`src/rtl/fifo_wr_arbiter_if.sv`:
```
// Write-port bundle between the producers/FIFO side and the round-robin arbiter.
// Latency: none (signal grouping only).
// Backpressure: fifo_full travels toward the arbiter, req_ready back to the producers.
interface fifo_wr_arbiter_if #(
    parameter int NUM_REQ    = 4,
    parameter int DATA_WIDTH = 16,
    parameter int ID_W       = 2
);
    logic [NUM_REQ-1:0]            req_valid;
    logic [NUM_REQ-1:0]            req_last;
    logic [NUM_REQ*DATA_WIDTH-1:0] req_data;
    logic [NUM_REQ-1:0]            req_ready;
    logic                          fifo_full;
    logic                          fifo_wr_en;
    logic [DATA_WIDTH-1:0]         fifo_data;
    logic                          grant_valid;
    logic [ID_W-1:0]               grant_id;
    logic [7:0]                    beat_cnt;

    // Producer/FIFO side: drives requests and the full flag.
    modport master (
        output req_valid, req_last, req_data, fifo_full,
        input  req_ready, fifo_wr_en, fifo_data, grant_valid, grant_id, beat_cnt
    );

    // Arbiter side.
    modport slave (
        input  req_valid, req_last, req_data, fifo_full,
        output req_ready, fifo_wr_en, fifo_data, grant_valid, grant_id, beat_cnt
    );
endinterface

```
`src/rtl/fifo_wr_arbiter.sv`:
```
// Round-robin arbiter sharing one fifo_memory write port among NUM_REQ producers, grant held per burst.
// Latency: one idle bubble cycle per new grant; data passes combinationally while granted.
// Backpressure: fifo_full gates only the granted requester's ready; a stalled beat holds beat_cnt and release.
module fifo_wr_arbiter #(
    parameter int NUM_REQ    = 4,
    parameter int DATA_WIDTH = 16,
    parameter int MAX_BURST  = 4,
    parameter int ID_W       = 2
) (
    input  logic              clk,
    input  logic              rst_n,
    fifo_wr_arbiter_if.slave  bus
);

    typedef enum logic {
        IDLE  = 1'b0,
        GRANT = 1'b1
    } state_t;

    state_t          state_q, state_d;
    logic [ID_W-1:0] grant_q, grant_d;
    logic [7:0]      beat_q,  beat_d;
    logic [ID_W-1:0] last_ptr_q, last_ptr_d;

    logic [ID_W-1:0] sel_id;
    logic            sel_found;
    logic [ID_W-1:0] probe;
    logic            wr_en;
    logic            release_now;

    // Round-robin pick: first valid requester after the last one served.
    always_comb begin
        sel_id    = '0;
        sel_found = 1'b0;
        probe     = '0;
        for (int k = 1; k <= NUM_REQ; k++) begin
            probe = ID_W'((int'(last_ptr_q) + k) % NUM_REQ);
            if (!sel_found && bus.req_valid[probe]) begin
                sel_found = 1'b1;
                sel_id    = probe;
            end
        end
    end

    // Datapath toward the FIFO; everything is quiet outside GRANT.
    always_comb begin
        bus.req_ready   = '0;
        bus.fifo_data   = '0;
        wr_en           = 1'b0;
        if (state_q == GRANT) begin
            if (!bus.fifo_full) begin
                bus.req_ready = NUM_REQ'(1) << grant_q;
            end
            wr_en = bus.req_valid[grant_q] & ~bus.fifo_full;
            if (wr_en) begin
                bus.fifo_data = bus.req_data[grant_q*DATA_WIDTH +: DATA_WIDTH];
            end
        end
        bus.fifo_wr_en  = wr_en;
        bus.grant_valid = (state_q == GRANT);
        bus.grant_id    = grant_q;
        bus.beat_cnt    = beat_q;
    end

    // Release only on a beat that actually transfers: marked last or burst cap reached.
    assign release_now = wr_en & (bus.req_last[grant_q] | (beat_q == 8'(MAX_BURST - 1)));

    // Next-state logic for the grant FSM, beat counter and priority pointer.
    always_comb begin
        state_d    = state_q;
        grant_d    = grant_q;
        beat_d     = beat_q;
        last_ptr_d = last_ptr_q;
        case (state_q)
            IDLE: begin
                if (sel_found) begin
                    state_d = GRANT;
                    grant_d = sel_id;
                    beat_d  = '0;
                end
            end
            GRANT: begin
                if (release_now) begin
                    state_d    = IDLE;
                    last_ptr_d = grant_q;
                    grant_d    = '0;
                    beat_d     = '0;
                end else if (wr_en) begin
                    beat_d = beat_q + 8'd1;
                end
            end
            default: begin
                state_d = IDLE;
            end
        endcase
    end

    // State registers; reset leaves requester 0 as the top priority.
    always_ff @(posedge clk or negedge rst_n) begin
        if (!rst_n) begin
            state_q    <= IDLE;
            grant_q    <= '0;
            beat_q     <= '0;
            last_ptr_q <= ID_W'(NUM_REQ - 1);
        end else begin
            state_q    <= state_d;
            grant_q    <= grant_d;
            beat_q     <= beat_d;
            last_ptr_q <= last_ptr_d;
        end
    end

endmodule

```
`src/flat_wrapper.sv`:
```
// flat-port wrapper written by rule: the top's interface ports become plain ports
module fifo_wr_arbiter_flat 
#(
    parameter int NUM_REQ    = 4,
    parameter int DATA_WIDTH = 16,
    parameter int MAX_BURST  = 4,
    parameter int ID_W       = 2
)
  (clk, rst_n, bus_req_valid, bus_req_last, bus_req_data, bus_fifo_full, bus_req_ready, bus_fifo_wr_en, bus_fifo_data, bus_grant_valid, bus_grant_id, bus_beat_cnt);
  fifo_wr_arbiter_if #(.NUM_REQ(NUM_REQ), .DATA_WIDTH(DATA_WIDTH), .ID_W(ID_W)) bus_i ();
  input  logic clk;
  input  logic rst_n;
  input wire logic [$bits(bus_i.req_valid)-1:0] bus_req_valid;
  input wire logic [$bits(bus_i.req_last)-1:0] bus_req_last;
  input wire logic [$bits(bus_i.req_data)-1:0] bus_req_data;
  input wire logic [$bits(bus_i.fifo_full)-1:0] bus_fifo_full;
  output wire logic [$bits(bus_i.req_ready)-1:0] bus_req_ready;
  output wire logic [$bits(bus_i.fifo_wr_en)-1:0] bus_fifo_wr_en;
  output wire logic [$bits(bus_i.fifo_data)-1:0] bus_fifo_data;
  output wire logic [$bits(bus_i.grant_valid)-1:0] bus_grant_valid;
  output wire logic [$bits(bus_i.grant_id)-1:0] bus_grant_id;
  output wire logic [$bits(bus_i.beat_cnt)-1:0] bus_beat_cnt;
  assign bus_i.req_valid = bus_req_valid;
  assign bus_i.req_last = bus_req_last;
  assign bus_i.req_data = bus_req_data;
  assign bus_i.fifo_full = bus_fifo_full;
  assign bus_req_ready = bus_i.req_ready;
  assign bus_fifo_wr_en = bus_i.fifo_wr_en;
  assign bus_fifo_data = bus_i.fifo_data;
  assign bus_grant_valid = bus_i.grant_valid;
  assign bus_grant_id = bus_i.grant_id;
  assign bus_beat_cnt = bus_i.beat_cnt;
  fifo_wr_arbiter #(.NUM_REQ(NUM_REQ), .DATA_WIDTH(DATA_WIDTH), .MAX_BURST(MAX_BURST), .ID_W(ID_W)) u_core (.clk(clk), .rst_n(rst_n), .bus(bus_i));
endmodule
```
`config.mk`:
```
export PLATFORM = sky130hd
export DESIGN_NAME = fifo_wr_arbiter_flat
export DESIGN_NICKNAME = d
export VERILOG_FILES = /design/src/rtl/fifo_wr_arbiter_if.sv /design/src/rtl/fifo_wr_arbiter.sv /design/src/flat_wrapper.sv
export SDC_FILE = /design/constraint.sdc
export NUM_CORES = 1
export LEC_CHECK = 0
export CORE_MARGIN = 2
export CORE_UTILIZATION = 34
export CTS_CLUSTER_DIAMETER = 30
export DETAILED_ROUTE_END_ITERATION = 8
export MAX_ROUTING_LAYER = met4
export PLACE_DENSITY = 0.82
export SYNTH_ARGS = -nofsm -noshare
export SYNTH_HDL_FRONTEND = slang
export SYNTH_SLANG_ARGS = --single-unit
```
`constraint.sdc`:
```
create_clock -name clk -period 2.9 [get_ports clk]
set_clock_uncertainty 0.1 [all_clocks]
set_input_delay 0.58 -clock clk [delete_from_list [all_inputs] [get_ports clk]]
set_output_delay 0.58 -clock clk [all_outputs]
set_load 0.03 [all_outputs]
```
==> impl_metrics.ini, run 1 <==
[yosys]
synth-seq-cells = 13
yosysWarningCount = 0
synth_compound_area_share_pct = 12.7
synth-edff-count = 0
syn_nets = 210
synthesis.area_sq_um = 1390
async_flop_share_pct = 100
postSynthAreaPerCell_sq_um = 10.4
synth_top_family_by_area = multiplexers
ys_types = 40
synth-xor-area-share_pct = 0
synthMuxAreaShare_pct = 33.0
ys_seq_area_share_pct = 23.6
synth_fa_ha_area_share_pct = 0.902
synth-main-ff-cell = dfrtp_1
syn_inst = 134
synth-simple-area-share_pct = 23.1

[setup_path]
regToRegSetupSlack_ps = 530
reg2reg_from = u_core.bus.grant_id[0]
crit_path_end_kind = output port
crit_path_start_kind = input pin
worstPathArrival_ps = 2120
crit_required_ps = 2220
crit_fanout = 22
path_class = in -> out
rr_endpoint = u_core.bus.beat_cnt[7]
r2r_cells = 5

[sta]
tightest_slew_ps = 554
slew_viol_final = 0
hold_violations = 0
rsz0062_at_grt = no
hold_ws_ps = 442
fin_tns_setup_ps = 0
fmax_mhz = 358
setup_viol = 0
fin_crit_sh_pct = 96.4
max_slew_margin_pct = 62.9
period_needed_ps = 2800

[die]
coreArea_sq_um = 3970
rows = 23
initial_core_util_pct = 34.9
die_h_microns = 67.9
dieArea_sq_um = 4610
die_w_microns = 67.9
ios = 107

[clock_tree]
htreeDepth = 1
cts_root_buf = clkbuf_8
cts_buffer_depth = 2
post_cts_resize_count = 0
cts_tree = yes
cts_post_setup_buffers_inserted = 0
clock_sinks = 13
clkTransAtPathRegs_ps = 60
cts_buffers = 3
insertion_delay_ps = 240
ctsHoldBuffers = 0

[global_route]
grt_max_degree = 23
grt_pass1_wl_microns = 6820
first_global_vias = 1415
grt.total_usage_pct = 19.9
antenna_found_initial = 0
grt.overflow.total = 0

[route]
vias = 1534
drt_iter0_markers = 66
drcViolationCount = 0
postRouteAntennaNets = 0
firstDrtPassIters = 4
wl_per_cell_microns = 15.5
vias_per_cell = 5.25
drt_wl_total_microns = 4520

[worst_hold_path]
holdPathEnd = u_core.bus.beat_cnt[0]
hp-start = u_core.bus.beat_cnt[0]
worstHoldPathType = reg -> reg
hold_path_depth = 1

[final_layout]
diodes = 0
final_cells = 292
drive_above_1_share_pct = 24.0
finish.utilization_pct = 62.9
final.fill_count = 330
area_growth_pct = 80.2
nNetsFinal = 319

[place]
gp_congestion = 0.846
place.detailed.hpwl_microns = 3640
io_buffer_count = 106
dp_cells = 288

[job]
max_cap_violations = 0

[power]
p_leak_nw = 0.995
vdd_drop_max_mv = 0.548
powerDensity_nw_per_um2 = 635

[status]
outcome = finished, final reports clean
==> report_power, final <==
part	switching, mW	internal, mW	leakage, nW
Sequential	0.0737	0.237	0.162
Combinational	0.560	0.553	0.808
Clock	0.0682	0.0949	0.0255
==> layer usage <==
metal,up-vias,share of wire (%),routed length [microns],global-route usage (%)
met1,711,37,1690,23.3
met5,-,0,0,-
met4,0,1.2,56,5.50
li1,741,-,-,-
met2,76,49,2240,34.9
met3,6,12,537,3.95
==> critical path, cell delays in order <==
cell and delay [ps]:
clkdlybuf4s50_1 510, and3b_2 250, a22oi_2 230, inv_2 180, and2_1 200, buf_4 160
==> cell families after synthesis <==
kind of cell	Yosys count
compound gates	24
fa+ha+maj	1
buf+inv	16
flops	13
mux	24
simple gates	56
==> synthesized netlist by cell type (all sizes together), types with 2 or more instances <==
cell type,instances,area (sq um)
and2,19,119
mux4,17,383
nand2,12,45.0
dfrtp,11,275
buf,6,55.1
inv,6,22.5
nand4,5,31.3
o21ai,5,25.0
a21oi,4,23.8
clkbuf,4,15.0
mux2,4,45.0
nor2,4,15.0
nor2b,4,25.0
nor3,4,20.0
o311ai,4,35.0
mux2i,3,30.0
dfstp,2,52.6
nand3,2,10.0
o22ai,2,12.5
==> flip-flops by register name, indices dropped and copies added (netlist names) <==
register	count
u_core.bus.grant_valid	1
u_core.bus.beat_cnt	8
u_core.bus.grant_id	2
u_core.last_ptr_q	2
==> through the flow <==
step / setup WS, ps / cell area [sq um] / total power, mW
6_report: 104 / 2500 / 1.59
5_1_grt: 29.1 / 2500 / 1.69
4_1_cts: 57.3 / 2500 / 1.60
3_5_place_dp: 58.1 / 2450 / 1.43
3_3_place_gp: 72.9 / 2450 / 1.42
2_1_floorplan: 221 / 1390 / 1.06
==> area by class of cell <==
type | instances | area [sq um] | share of cell area [%]
repair buffers | 114 | 1070 | 42.9
multi-input cells | 105 | 967 | 38.7
flip-flops and latches | 13 | 328 | 13.1
well taps | 50 | 62.6 | 2.50
clock buffers | 3 | 41.3 | 1.65
inverters | 6 | 22.5 | 0.901
clock inverters | 1 | 5.00 | 0.200
==> worst max path at each step <==
stage	cells past startpoint	slack [ps]	end	startpoint
after global routing	6	30	bus_fifo_data[5]	bus_fifo_full
after CTS	4	60	bus_req_ready[2]	bus_fifo_full
after global placement	4	70	bus_req_ready[2]	bus_fifo_full
final	6	100	bus_fifo_data[14]	bus_fifo_full
after detailed placement	4	60	bus_req_ready[2]	bus_fifo_full
after floorplan	4	220	bus_fifo_data[10]	u_core.bus.grant_id[0]
==> cells in the final DEF, fill, tap and decap left out, types with 4 or more instances in the layout <==
master	n
nand2_1	12
clkdlybuf4s50_1	85
and2_1	19
nor2b_1	4
buf_4	28
o311ai_1	4
dfrtp_1	11
nor3_1	4
nor2_1	4
inv_1	5
nand4_1	5
mux4_2	17
No activity file was read; power rests on OpenSTA's default activity.
==> run 2, diff against run 1 <==
Settings changed: RECOVER_POWER from default to 50.
==> run 2 against run 1 <==
Net effect: sequential share of layout area up 0.059 points; non-clock buffer count unchanged; hold slack better by 2.8 ps; maximum frequency up 0.14%; sequential power about the same; via count up 0.78%; global-route usage unchanged; register-to-register slack worse by 140 ps; core utilization down 0.28 points; critical endpoint unchanged.
==> impl_metrics.ini, run 2 (synthesis gave the netlist of run 1 again) <==
[final_layout]
layout_common_cells = clkdlybuf4s50_1 (74), buf_4 (26), and2_1 (19)
area_growth_pct = 79.4
largest_reg_flops = 8
final_common_cell = clkdlybuf4s50_1
final.fill_count = 335
drive_above_1_share_pct = 22.7
diodes = 0
nNetsFinal = 319
final_cell_area_sq_um = 2490
finish.utilization_pct = 62.7

[route]
drt_iter0_markers = 75
postRouteAntennaNets = 0
drcViolationCount = 0
vias_per_cell = 5.29
wl_per_cell_microns = 15.4
drt_wl_total_microns = 4510
vias = 1546
firstDrtPassIters = 5

[power]
vdd_drop_max_mv = 0.548
finalPower_mw = 1.56
powerDensity_nw_per_um2 = 626
p_leak_nw = 1.01

[die]
rows = 23
die_h_microns = 67.9
ios = 107
dieArea_sq_um = 4610
initial_core_util_pct = 34.9
die_w_microns = 67.9
coreArea_sq_um = 3970

[sta]
fin_crit_sh_pct = 96.3
fin_tns_setup_ps = 0
period_needed_ps = 2790
max_slew_margin_pct = 61.8
hold_violations = 0
fmax_mhz = 358
worst_slack_ps = 108
setup_viol = 0
slew_viol_final = 0
rsz0062_at_grt = no
tightest_slew_ps = 572

[status]
outcome = finished, final reports clean

[global_route]
antenna_found_initial = 0
grt.total_usage_pct = 19.9
met3_usage_pct = 3.95
grt_pass1_wl_microns = 6820
gr-max-usage-layer = met2
first_global_vias = 1415
grt.overflow.total = 0
met2_usage_pct = 34.9
grtUsageMet1_pct = 23.3
grt_max_degree = 23

[clock_tree]
htreeDepth = 1
ctsHoldBuffers = 0
insertion_delay_ps = 240
cts_tree = yes
cts_buffer_depth = 2
clkTransAtPathRegs_ps = 60
clock_sinks = 13
cts_post_setup_buffers_inserted = 0
cts_buffers = 3
cts_root_buf = clkbuf_8

[place]
place.detailed.hpwl_microns = 3640
io_buffer_count = 106
gp_congestion = 0.846
place_ws_ps = 58.1
dpl_cell_area_sq_um = 2450

[setup_path]
crit_path_end_kind = output port
crit_path_start_kind = input pin
worstPathArrival_ps = 2110
crit_fanout = 22
crit_required_ps = 2220
path_class = in -> out

[job]
max_cap_violations = 0

[worst_hold_path]
worstHoldPathType = reg -> reg
[run 2: cell type report]
type                    count  area (sq um)  area share (%)
well taps                  50          62.6            2.51
clock inverters             1          5.00           0.201
clock buffers               3          41.3            1.66
inverters                   6          22.5           0.905
flip-flops and latches     13           328            13.2
repair buffers            114          1070            42.8
multi-input cells         105           963            38.7
[run 2: power by group]
| group | internal, mW | switching (mW) |
|---|---|---|
| registers | 0.237 | 0.0726 |
| clock network | 0.0949 | 0.0682 |
| logic | 0.530 | 0.556 |
[run 2: worst paths after layout]
kind                                         from                      to  slack [ps]  cells after the start
min reg2reg                u_core.bus.beat_cnt[1]  u_core.bus.beat_cnt[1]         440                      1
min in group asynchronous                   rst_n  u_core.bus.beat_cnt[5]         670                      1
min                        u_core.bus.beat_cnt[1]  u_core.bus.beat_cnt[1]         440                      1
max reg2reg                u_core.bus.grant_id[0]  u_core.bus.beat_cnt[7]         390                      5
max                                 bus_fifo_full       bus_fifo_data[14]         110                      6
max in group asynchronous                   rst_n    u_core.last_ptr_q[1]        1660                      1
[run 2: per-stage QoR]
step / hold slack [ps] / instances
after floorplan: 184 / 134
after global placement: 416 / 288
after detailed placement: 426 / 288
after CTS: 442 / 292
after global routing: 486 / 292
final: 445 / 292
[run 2: critical path, cell delays in order]
cell and delay [ps]:
clkdlybuf4s50_1 510, and3b_2 250, a22oi_2 230, inv_2 180
and2_1 190, buf_4 160
[run 2: layer usage]
| metal | wire (microns) | vias to the layer above | part of all wire (%) |
|---|---|---|---|
| met4 | 56 | 0 | 1.2 |
| met1 | 1660 | 713 | 37 |
| met2 | 2240 | 86 | 50 |
| met3 | 545 | 6 | 12 |
| li1 | - | 741 | - |
| met5 | 0 | - | 0 |
[run 2: what timing repair did]
item                                    CTS  global route
endpoints found under the hold margin     0             0
endpoints found under the setup margin    0             1
gates resized for setup                   0             1
==> run 3, diff against run 2 <==
Settings changed: CAP_MARGIN from default to 20.
==> results of run 3 <==
Same layout as run 2: the final DEF is identical, and so are final timing and power.
==> patch, RTL diff (config.mk and constraints of run 1) <==
`DATA_WIDTH` is set to 16 in 3 places; all go to 32.
--- a/src/rtl/fifo_wr_arbiter_if.sv
+++ b/src/rtl/fifo_wr_arbiter_if.sv
@@ -3,7 +3,7 @@
 // Backpressure: fifo_full travels toward the arbiter, req_ready back to the producers.
 interface fifo_wr_arbiter_if #(
     parameter int NUM_REQ    = 4,
-    parameter int DATA_WIDTH = 16,
+    parameter int DATA_WIDTH = 32,
     parameter int ID_W       = 2
 );
     logic [NUM_REQ-1:0]            req_valid;
--- a/src/rtl/fifo_wr_arbiter.sv
+++ b/src/rtl/fifo_wr_arbiter.sv
@@ -3,7 +3,7 @@
 // Backpressure: fifo_full gates only the granted requester's ready; a stalled beat holds beat_cnt and release.
 module fifo_wr_arbiter #(
     parameter int NUM_REQ    = 4,
-    parameter int DATA_WIDTH = 16,
+    parameter int DATA_WIDTH = 32,
     parameter int MAX_BURST  = 4,
     parameter int ID_W       = 2
 ) (
--- a/src/flat_wrapper.sv
+++ b/src/flat_wrapper.sv
@@ -2,7 +2,7 @@
 module fifo_wr_arbiter_flat 
 #(
     parameter int NUM_REQ    = 4,
-    parameter int DATA_WIDTH = 16,
+    parameter int DATA_WIDTH = 32,
     parameter int MAX_BURST  = 4,
     parameter int ID_W       = 2
 )
Interface: changed (resized bus_fifo_data and bus_req_data); port bits go from 107 to 187. No check against the original RTL was run, so the function may have changed too.
==> patch against run 1 <==
Sequential cell count unchanged; die area grew 33%; critical path depth unchanged; area after synthesis increased by 35%; non-clock buffer count grew 80; setup slack lost 31 ps; global-route usage rose by 6.3 points; wire length is 73% higher; total power increased by 51%; design area up 55%; sequential share of layout area decreased by 4.6 points; synthesized cell count rose by 26%; critical endpoint is now bus_fifo_data[2].
==> patch: results (changes against run 1) <==
[metrics] multi-input logic area: 0.00146 mm² (+51%)
[metrics] Met1 Routed Length: 2820 µm (+67%)
[metrics] Die ar.: 0.00613 mm² (+33%)
[metrics] met1 usage in global routing: 0.283 (+0.0496)
[metrics] Worst Reg-to-Reg Cells: 4 (-1)
[metrics] proportion of layout cells with a drive suffix above 1: 0.260 (+0.0202)
[metrics] top cell types by occurrence after synthesis: sky130_fd_sc_hd__and2_1, sky130_fd_sc_hd__mux4_2, sky130_fd_sc_hd__dfrtp_1, sky130_fd_sc_hd__nand2_1, sky130_fd_sc_hd__clkbuf_1
[metrics] largest net degree at the start of global routing: 38 (+65%)
[metrics] total track usage: 0.262 (+0.0630)
[metrics] Final non-clock buffer share: 0.496 (+0.0670)
[metrics] via count: 2,276 (+48%)
[metrics] adder-cell area share of the yosys netlist: 0.00667 (-0.00235)
[metrics] reg-to-reg endpoint: u_core.last_ptr_q[0]$_DFFE_PN1P_
[metrics] post-detailed-placement half-perimeter wirelength: 6550 µm (+80%)
[metrics] Leak Pwr: 1.49 nW (+50%)
[metrics] number of clock buffers in the layout: 4 (+1)
[metrics] Max-Slew Margin vs Limit: 0.615 (-0.0147)
[metrics] result of the run: completed
[metrics] Worst path max stage delay: 540 ps (+30 ps)
[metrics] portion of total power attributed to sequential cells: 0.161 (-0.035)
[metrics] worst IR drop on VDD: 0.411 mV (-25%)
[metrics] final routed wire length divided by cell count: 18.4 µm (+19%)
[metrics] met2 layer usage reported by global route: 0.478 (+0.129)
[metrics] number of distinct library cells after synthesis: 41 (+2.5%)
[metrics] clock tree cell share of total cell area: 0.0116 (-0.00690)
[metrics] Met2 Wirelength: 4150 µm (+86%)
[metrics] post-synthesis net count: 309 (+47%)
[metrics] Buffers on Ports: 186 (+75%)
[metrics] power after layout: 2.39 mW (+51%)
[metrics] sequential portion of the cell area: 0.0852 (-0.0459)
[metrics] largest fanout on the critical path: 37 (+68%)
[metrics] met3 routed WL: 635 µm (+18%)
[metrics] average cell area after synthesis: 11.1 µm² (+7.2%)
[metrics] WHS: 478 ps (+36.2 ps)
[metrics] Setup Slack @ Placement: -74.0 ps (-132 ps)
[metrics] buffers outside the clock class: 194 (+70%)
[metrics] Iteration-0 DRC Markers: 112 (+70%)
[metrics] setup slack on the worst flop-to-flop path: 610 ps (+80 ps)
[metrics] Post-Place Cells: 422 (+47%)
[metrics] met3 capacity usage during global routing: 0.0632 (+0.0237)
[metrics] switching power share of the total: 0.445 (+0.00304)
-- patch: changes by cell type after synthesis, sizes merged, moves of 2 or more --
cell | before | now
o21ai | 5 | 7
clkbuf | 4 | 8
and2 | 19 | 35
nand2 | 12 | 10
mux4 | 17 | 33
-- patch: what timing repair did --
| action | CTS | global route |
|---|---|---|
| pin swaps | 0 | 1 |
| hold endpoints to repair | 0 | 0 |
| endpoints found under the setup margin | 32 | 5 |
| resized for setup | 1 | 1 |
| hold buffers | 0 | 0 |
-- patch: worst max path at each step --
stage                                             from                end  slack [ps]  depth (start not counted)
floorplan           u_core.bus.grant_id[0]$_DFFE_PN0P_  bus_fifo_data[22]         220                          6
global placement                         bus_fifo_full   bus_fifo_data[2]         -70                          6
detailed placement                       bus_fifo_full   bus_fifo_data[2]         -70                          6
CTS                                      bus_fifo_full   bus_fifo_data[2]          50                          6
global route                             bus_fifo_full   bus_fifo_data[2]           8                          6
finish                                   bus_fifo_full   bus_fifo_data[2]          70                          6
